===== src/rtl/ps2_host_tx_pkg.sv =====
// ps2_host_tx_pkg
//   Shared definitions for the PS/2 host transmit path: transmitter state
//   encoding, common keyboard command/response bytes, default timing
//   parameters and the frame builder used when a command is accepted.
package ps2_host_tx_pkg;

  typedef enum logic [2:0] {
    IDLE,
    INHIBIT,
    START,
    DATA,
    STOP,
    WAIT_IDLE
  } tx_state_t;

  // Keyboard command / response bytes
  localparam logic [7:0] CMD_SET_LEDS = 8'hED;
  localparam logic [7:0] CMD_ENABLE   = 8'hF4;
  localparam logic [7:0] CMD_RESET    = 8'hFF;
  localparam logic [7:0] RSP_ACK      = 8'hFA;

  // Default timing at a 50 MHz system clock
  localparam int DEF_INHIBIT_CYCLES = 6000;     // 120 us clock inhibit
  localparam int DEF_TIMEOUT_CYCLES = 1000000;  // 20 ms watchdog
  localparam int DEF_FILTER_LEN     = 8;

  localparam int BIT_CNT_W = 4;

  // Transmitted payload, LSB first: eight data bits then odd parity.
  function automatic logic [8:0] build_frame(input logic [7:0] data);
    return {~^data, data};
  endfunction

endpackage


===== src/rtl/ps2_clk_filter.sv =====
// ps2_clk_filter
//   Conditions the raw PS/2 lines: both pass through a two-flop
//   synchronizer, the clock additionally through a glitch filter that only
//   changes level after FILTER_LEN consecutive identical samples. A
//   one-cycle pulse marks each filtered 1->0 clock transition. Shared with
//   the receive path.
// Ports:
//   clk, reset  system clock, asynchronous active-high reset
//   ps2c_in     raw PS/2 clock line
//   ps2d_in     raw PS/2 data line
//   ps2c_filt   synchronized + filtered clock level
//   ps2d_sync   synchronized data level
//   fall        one-cycle pulse on a filtered falling clock edge
module ps2_clk_filter
  import ps2_host_tx_pkg::*;
#(
  parameter int FILTER_LEN = DEF_FILTER_LEN
) (
  input  logic clk,
  input  logic reset,
  input  logic ps2c_in,
  input  logic ps2d_in,
  output logic ps2c_filt,
  output logic ps2d_sync,
  output logic fall
);

  localparam int CNT_W = (FILTER_LEN > 1) ? $clog2(FILTER_LEN) : 1;

  logic [1:0]       c_sync_reg;
  logic [1:0]       d_sync_reg;
  logic             filt_reg;
  logic [CNT_W-1:0] cnt_reg;
  logic             fall_reg;

  // Synchronizers and filter come out of reset at the idle bus level (high)
  // so releasing reset can never produce a spurious falling edge.
  always_ff @(posedge clk or posedge reset) begin
    if (reset) begin
      c_sync_reg <= 2'b11;
      d_sync_reg <= 2'b11;
      filt_reg   <= 1'b1;
      cnt_reg    <= '0;
      fall_reg   <= 1'b0;
    end else begin
      c_sync_reg <= {c_sync_reg[0], ps2c_in};
      d_sync_reg <= {d_sync_reg[0], ps2d_in};
      fall_reg   <= 1'b0;
      if (c_sync_reg[1] == filt_reg) begin
        // Any sample agreeing with the current level restarts the run.
        cnt_reg <= '0;
      end else if (cnt_reg == CNT_W'(FILTER_LEN - 1)) begin
        filt_reg <= c_sync_reg[1];
        cnt_reg  <= '0;
        fall_reg <= filt_reg;  // was high, now going low
      end else begin
        cnt_reg <= cnt_reg + 1'b1;
      end
    end
  end

  assign ps2c_filt = filt_reg;
  assign ps2d_sync = d_sync_reg[1];
  assign fall      = fall_reg;

endmodule


===== src/rtl/ps2_host_tx.sv =====
// ps2_host_tx
//   PS/2 host-to-device transmitter. Inhibits the bus, issues the start
//   bit, presents eight data bits plus odd parity on device clock falls,
//   releases data for the stop bit and checks the device ACK. A watchdog
//   aborts a stalled transfer.
// Ports:
//   clk, reset      system clock, asynchronous active-high reset
//   wr_ps2, din     one-cycle send request and command byte (IDLE only)
//   ps2c_in/ps2d_in raw PS/2 clock / data lines
//   ps2c_drive_low  1 = pull PS/2 clock low (open collector)
//   ps2d_drive_low  1 = pull PS/2 data low (open collector)
//   tx_busy         high whenever a transfer is in progress
//   tx_done         one-cycle pulse: frame acknowledged and bus idle
//   tx_err          one-cycle pulse: missing ACK or watchdog expiry
module ps2_host_tx
  import ps2_host_tx_pkg::*;
#(
  parameter int INHIBIT_CYCLES = DEF_INHIBIT_CYCLES,
  parameter int TIMEOUT_CYCLES = DEF_TIMEOUT_CYCLES,
  parameter int FILTER_LEN     = DEF_FILTER_LEN
) (
  input  logic       clk,
  input  logic       reset,
  input  logic       wr_ps2,
  input  logic [7:0] din,
  input  logic       ps2c_in,
  input  logic       ps2d_in,
  output logic       ps2c_drive_low,
  output logic       ps2d_drive_low,
  output logic       tx_busy,
  output logic       tx_done,
  output logic       tx_err
);

  localparam int INH_W = (INHIBIT_CYCLES > 1) ? $clog2(INHIBIT_CYCLES) : 1;
  localparam int WD_W  = $clog2(TIMEOUT_CYCLES + 1);
  // Data is pulled low for the final eighth of the inhibit window.
  localparam int DATA_LOW_FROM = INHIBIT_CYCLES - INHIBIT_CYCLES / 8;

  logic ps2c_filt;
  logic ps2d_sync;
  logic fall;

  ps2_clk_filter #(
    .FILTER_LEN(FILTER_LEN)
  ) u_clk_filter (
    .clk      (clk),
    .reset    (reset),
    .ps2c_in  (ps2c_in),
    .ps2d_in  (ps2d_in),
    .ps2c_filt(ps2c_filt),
    .ps2d_sync(ps2d_sync),
    .fall     (fall)
  );

  tx_state_t              state_reg, state_next;
  logic [8:0]             shift_reg, shift_next;
  logic [BIT_CNT_W-1:0]   bit_cnt_reg, bit_cnt_next;
  logic [INH_W-1:0]       inh_cnt_reg, inh_cnt_next;
  logic [WD_W-1:0]        wd_cnt_reg, wd_cnt_next;
  logic                   c_low, d_low, done_pulse, err_pulse, timeout;

  always_ff @(posedge clk or posedge reset) begin
    if (reset) begin
      state_reg   <= IDLE;
      shift_reg   <= '0;
      bit_cnt_reg <= '0;
      inh_cnt_reg <= '0;
      wd_cnt_reg  <= '0;
    end else begin
      state_reg   <= state_next;
      shift_reg   <= shift_next;
      bit_cnt_reg <= bit_cnt_next;
      inh_cnt_reg <= inh_cnt_next;
      wd_cnt_reg  <= wd_cnt_next;
    end
  end

  always_comb begin
    state_next   = state_reg;
    shift_next   = shift_reg;
    bit_cnt_next = bit_cnt_reg;
    inh_cnt_next = inh_cnt_reg;
    wd_cnt_next  = wd_cnt_reg;
    c_low        = 1'b0;
    d_low        = 1'b0;
    done_pulse   = 1'b0;
    err_pulse    = 1'b0;
    timeout      = (wd_cnt_reg == WD_W'(TIMEOUT_CYCLES));

    unique case (state_reg)
      IDLE: begin
        if (wr_ps2) begin
          shift_next   = build_frame(din);
          inh_cnt_next = '0;
          bit_cnt_next = '0;
          state_next   = INHIBIT;
        end
      end
      INHIBIT: begin
        c_low = 1'b1;
        d_low = (inh_cnt_reg >= INH_W'(DATA_LOW_FROM));
        if (inh_cnt_reg == INH_W'(INHIBIT_CYCLES - 1)) begin
          wd_cnt_next = '0;
          state_next  = START;
        end else begin
          inh_cnt_next = inh_cnt_reg + 1'b1;
        end
      end
      START: begin
        d_low = 1'b1;
        if (fall) begin
          // Nine bit slots remain: d0..d7 and parity.
          bit_cnt_next = BIT_CNT_W'(9);
          state_next   = DATA;
        end
      end
      DATA: begin
        d_low = ~shift_reg[0];
        if (fall) begin
          if (bit_cnt_reg == BIT_CNT_W'(1)) begin
            state_next = STOP;
          end else begin
            shift_next   = shift_reg >> 1;
            bit_cnt_next = bit_cnt_reg - 1'b1;
          end
        end
      end
      STOP: begin
        if (fall) begin
          if (!ps2d_sync) begin
            state_next = WAIT_IDLE;
          end else begin
            err_pulse  = 1'b1;
            state_next = IDLE;
          end
        end
      end
      WAIT_IDLE: begin
        if (ps2c_filt && ps2d_sync) begin
          done_pulse = 1'b1;
          state_next = IDLE;
        end
      end
      default: state_next = IDLE;
    endcase

    // Watchdog overrides whatever the bit logic decided this cycle.
    if (state_reg inside {START, DATA, STOP, WAIT_IDLE}) begin
      if (timeout) begin
        c_low      = 1'b0;
        d_low      = 1'b0;
        done_pulse = 1'b0;
        err_pulse  = 1'b1;
        state_next = IDLE;
      end else begin
        wd_cnt_next = wd_cnt_reg + 1'b1;
      end
    end
  end

  // Line drives decode straight from the state register, so an
  // asynchronous reset releases the bus without waiting for a clock.
  assign ps2c_drive_low = c_low;
  assign ps2d_drive_low = d_low;
  assign tx_busy        = (state_reg != IDLE);
  assign tx_done        = done_pulse;
  assign tx_err         = err_pulse;

endmodule


===== config.mk =====
export PLATFORM = sky130hd
export DESIGN_NAME = ps2_host_tx
export DESIGN_NICKNAME = d
export VERILOG_FILES = /design/src/rtl/ps2_host_tx_pkg.sv /design/src/rtl/ps2_clk_filter.sv /design/src/rtl/ps2_host_tx.sv
export SDC_FILE = /design/constraint.sdc
export NUM_CORES = 1
export LEC_CHECK = 0
export ABC_AREA = 1
export BUFFER_PORTS_ARGS = -buffer_cell sky130_fd_sc_hd__buf_4
export CAP_MARGIN = 25
export CORE_AREA = 2 2 72 102
export DETAILED_ROUTE_END_ITERATION = 12
export DIE_AREA = 0 0 74 104
export GPL_ROUTABILITY_DRIVEN = 1
export PLACE_DENSITY = 0.85
export SYNTH_ARGS = -nofsm -noshare
export SYNTH_HDL_FRONTEND = slang
export SYNTH_HIERARCHICAL = 1
export SYNTH_SLANG_ARGS = --single-unit
export TNS_END_PERCENT = 10

===== constraint.sdc =====
create_clock -name clk -period 1.55 [get_ports clk]
set_input_delay 0.155 -clock clk [delete_from_list [all_inputs] [get_ports clk]]
set_output_delay 0.155 -clock clk [all_outputs]
set_load 0.01 [all_outputs]

==> impl_metrics.json <==
{
  "hold_viol_final": 0,
  "via_count": 3840,
  "synth-edff-count": 0,
  "arrival_ps": 1710,
  "core_area_mm2": 0.00680,
  "cts-root-buf": "clkbuf_8",
  "ioPinCount": 18,
  "skew_ps": 8.66,
  "finish.utilization_pct": 70.3,
  "synth_top_area_share_pct": 36.0,
  "fillers": 479,
  "die_height_um": 104,
  "place_congestion": 0.928,
  "period_share_pct": 121,
  "viasPerCell": 5.52,
  "reg2reg_from": "wd_cnt_reg[0]",
  "post-place-ws_ps": -111,
  "hpwlAfterDp_mm": 6.89,
  "hold_start": "din[3]",
  "max_slew.worst_pin.slew_ps": 355,
  "synth_top_area_cell": "dfrtp_1",
  "track_usage_pct": 28.2,
  "grt_pass1_vias": 3865,
  "port_buffers": 17,
  "diodes": 0,
  "area_growth_pct": 29.7,
  "critical_path.max_fanout": 6,
  "leakagePower_nw": 2.24,
  "firstDrtPassIters": 5,
  "drc": 0,
  "design_area_mm2": 0.00478,
  "synth_warnings": 6,
  "tritoncts": "done",
  "ys_top_cells_by_area": "dfrtp_1, nand2_1, inv_1",
  "start_kind": "flip-flop",
  "initial_core_util_pct": 54.2,
  "maxCapViolations": 0,
  "required_ps": 1390,
  "antenna_left": 0,
  "async_reset_ff_share_pct": 100,
  "synth_fp_nets": 534,
  "routed_wirelength_mm": 10.3,
  "die_w_um": 74,
  "relSlewSlack_pct": 76.2,
  "status": "complete, but fails checks",
  "synth_flop_cell": "dfrtp_1",
  "grt_first_pass_wirelength_mm": 16.9,
  "placed_area_mm2": 0.00429,
  "setup_tns_ps": -3810,
  "grt_max_degree": 50,
  "timing.final.crit_period_ps": 1870,
  "grt_overflow": 0,
  "clk_latency_ps": 350,
  "min_path_type": "input pin to flip-flop",
  "clock_sink_count": 58,
  "yosysMostFrequentCell": "nand2_1",
  "setup_viol": 30,
  "cts.htree.levels": 3,
  "drv_slew": 0,
  "largest_reg_flops": 20,
  "crit_type": "flip-flop to output pin",
  "mappedNetlistArea_mm2": 0.00369,
  "synth_cell_types": 35,
  "clk_path_buf_depth": 2,
  "ys_seq_area_share_pct": 39.5,
  "violations": "setup timing",
  "ys_seq_elements": 58,
  "max_freq_mhz": 535,
  "grt_antenna_before_repair": 0,
  "fin_ws_ps": -318,
  "clk_pin_slew_ps": 70,
  "drive_gt1_share_pct": 26.1,
  "die-area_mm2": 0.00770,
  "syn_avg_cell_area_um2": 7.19,
  "netlist_instances": 513,
  "cp-end-kind": "output pin",
  "synthTopCellsByCount": "nand2_1, inv_1, nor2_1",
  "avgRoutedWirePerCell_um": 14.9,
  "power_density_mw_per_mm2": 991,
  "p_total_mw": 4.74,
  "rsz0062_at_grt": "yes",
  "startpoint": "state_reg[1]",
  "drtIter0Drc": 263,
  "layout.nets": 617,
  "numCtsBuffers": 9,
  "ir_worst_vdd_mv": 1.03,
  "core.rowCount": 36
}
[routing by layer]
metal	wire (µm)	global-route usage, %
met1	3970	32.1
met2	5580	48.2
met3	425	6.10
met4	367	14.3
met5	0	0
[worst paths after layout]
path,slack [ps],depth (start not counted),end
setup / recovery,-320,7,ps2d_drive_low
hold / removal,80,3,shift_reg[3]
setup reg to reg,-200,12,wd_cnt_reg[0]
hold reg to reg,360,0,u_clk_filter/d_sync_reg[1]
max in group asynchronous,860,4,wd_cnt_reg[7]
min in group asynchronous,360,3,u_clk_filter/fall
[power breakdown]
part | leakage [nW] | switching, mW | internal (mW)
logic | 1.38 | 0.702 | 0.503
clock network | 0.112 | 0.664 | 0.951
registers | 0.753 | 0.161 | 1.76
[placed cells by master, fill, tap and decap left out, types with 3 or more instances in the layout]
master	count
nand2_1	119
buf_4	71
inv_1	64
dfrtp_1	50
nor2_1	49
nand3_1	36
o21ai_0	32
nand4_1	20
nor3_1	17
inv_2	14
nor2_2	12
xor2_1	10
clkbuf_8	10
a21oi_1	9
o21ai_1	6
o211ai_1	6
xnor2_1	6
nor2_4	5
ha_1	5
dfstp_2	5
nand3_2	4
nand2_4	3
nor3_2	3
dlygate4sd3_1	3
buf_6	3
dfrtp_2	3
[worst max-delay path, cell delays in order (launching register included)]
cell and delay, ps:
dfrtp_1 400, inv_2 130, nand2_1 120, nor2_4 200, buf_4 190, nand2_1 70
o31ai_2 80, buf_4 170
[logic make-up (layout without fill, tap and decap cells)]
| kind of cell | after synthesis | after routing | synth area share [%] |
|---|---|---|---|
| compound gates | 65 | 65 | 9.98 |
| xor+xnor | 16 | 16 | 3.80 |
| fa+ha+maj | 8 | 8 | 2.71 |
| buf+inv | 87 | 175 | 9.60 |
| flops | 58 | 58 | 39.5 |
| simple gates | 279 | 279 | 34.4 |
[per-stage QoR]
| step | std cells | hold WS (ps) |
|---|---|---|
| 5_1_grt | 696 | 82.1 |
| 6_report | 696 | 83.5 |
| 2_1_floorplan | 513 | -20.7 |
| 4_1_cts | 694 | 73.3 |
| 3_3_place_gp | 669 | 129 |
| 3_5_place_dp | 669 | 138 |
[repair_timing]
| item | 4_1_cts | 5_1_grt |
|---|---|---|
| hold buffers | 3 | 0 |
| pin swaps | 11 | 13 |
| setup buffers | 6 | 2 |
| hold endpoints to repair | 55 | 0 |
| endpoints found under the setup margin | 38 | 51 |
| gates resized for setup | 28 | 24 |
[layout make-up]
class,instances,area (µm²),area share [%]
Timing Repair Buffer,79,637,13.3
Clock buffer,10,138,2.88
Sequential cell,58,1460,30.6
Inverter,80,305,6.38
Multi-Input combinational cell,368,2030,42.5
Clock inverter,6,90.1,1.88
Tap cell,95,119,2.49
No activity file was read; power rests on OpenSTA's default activity.
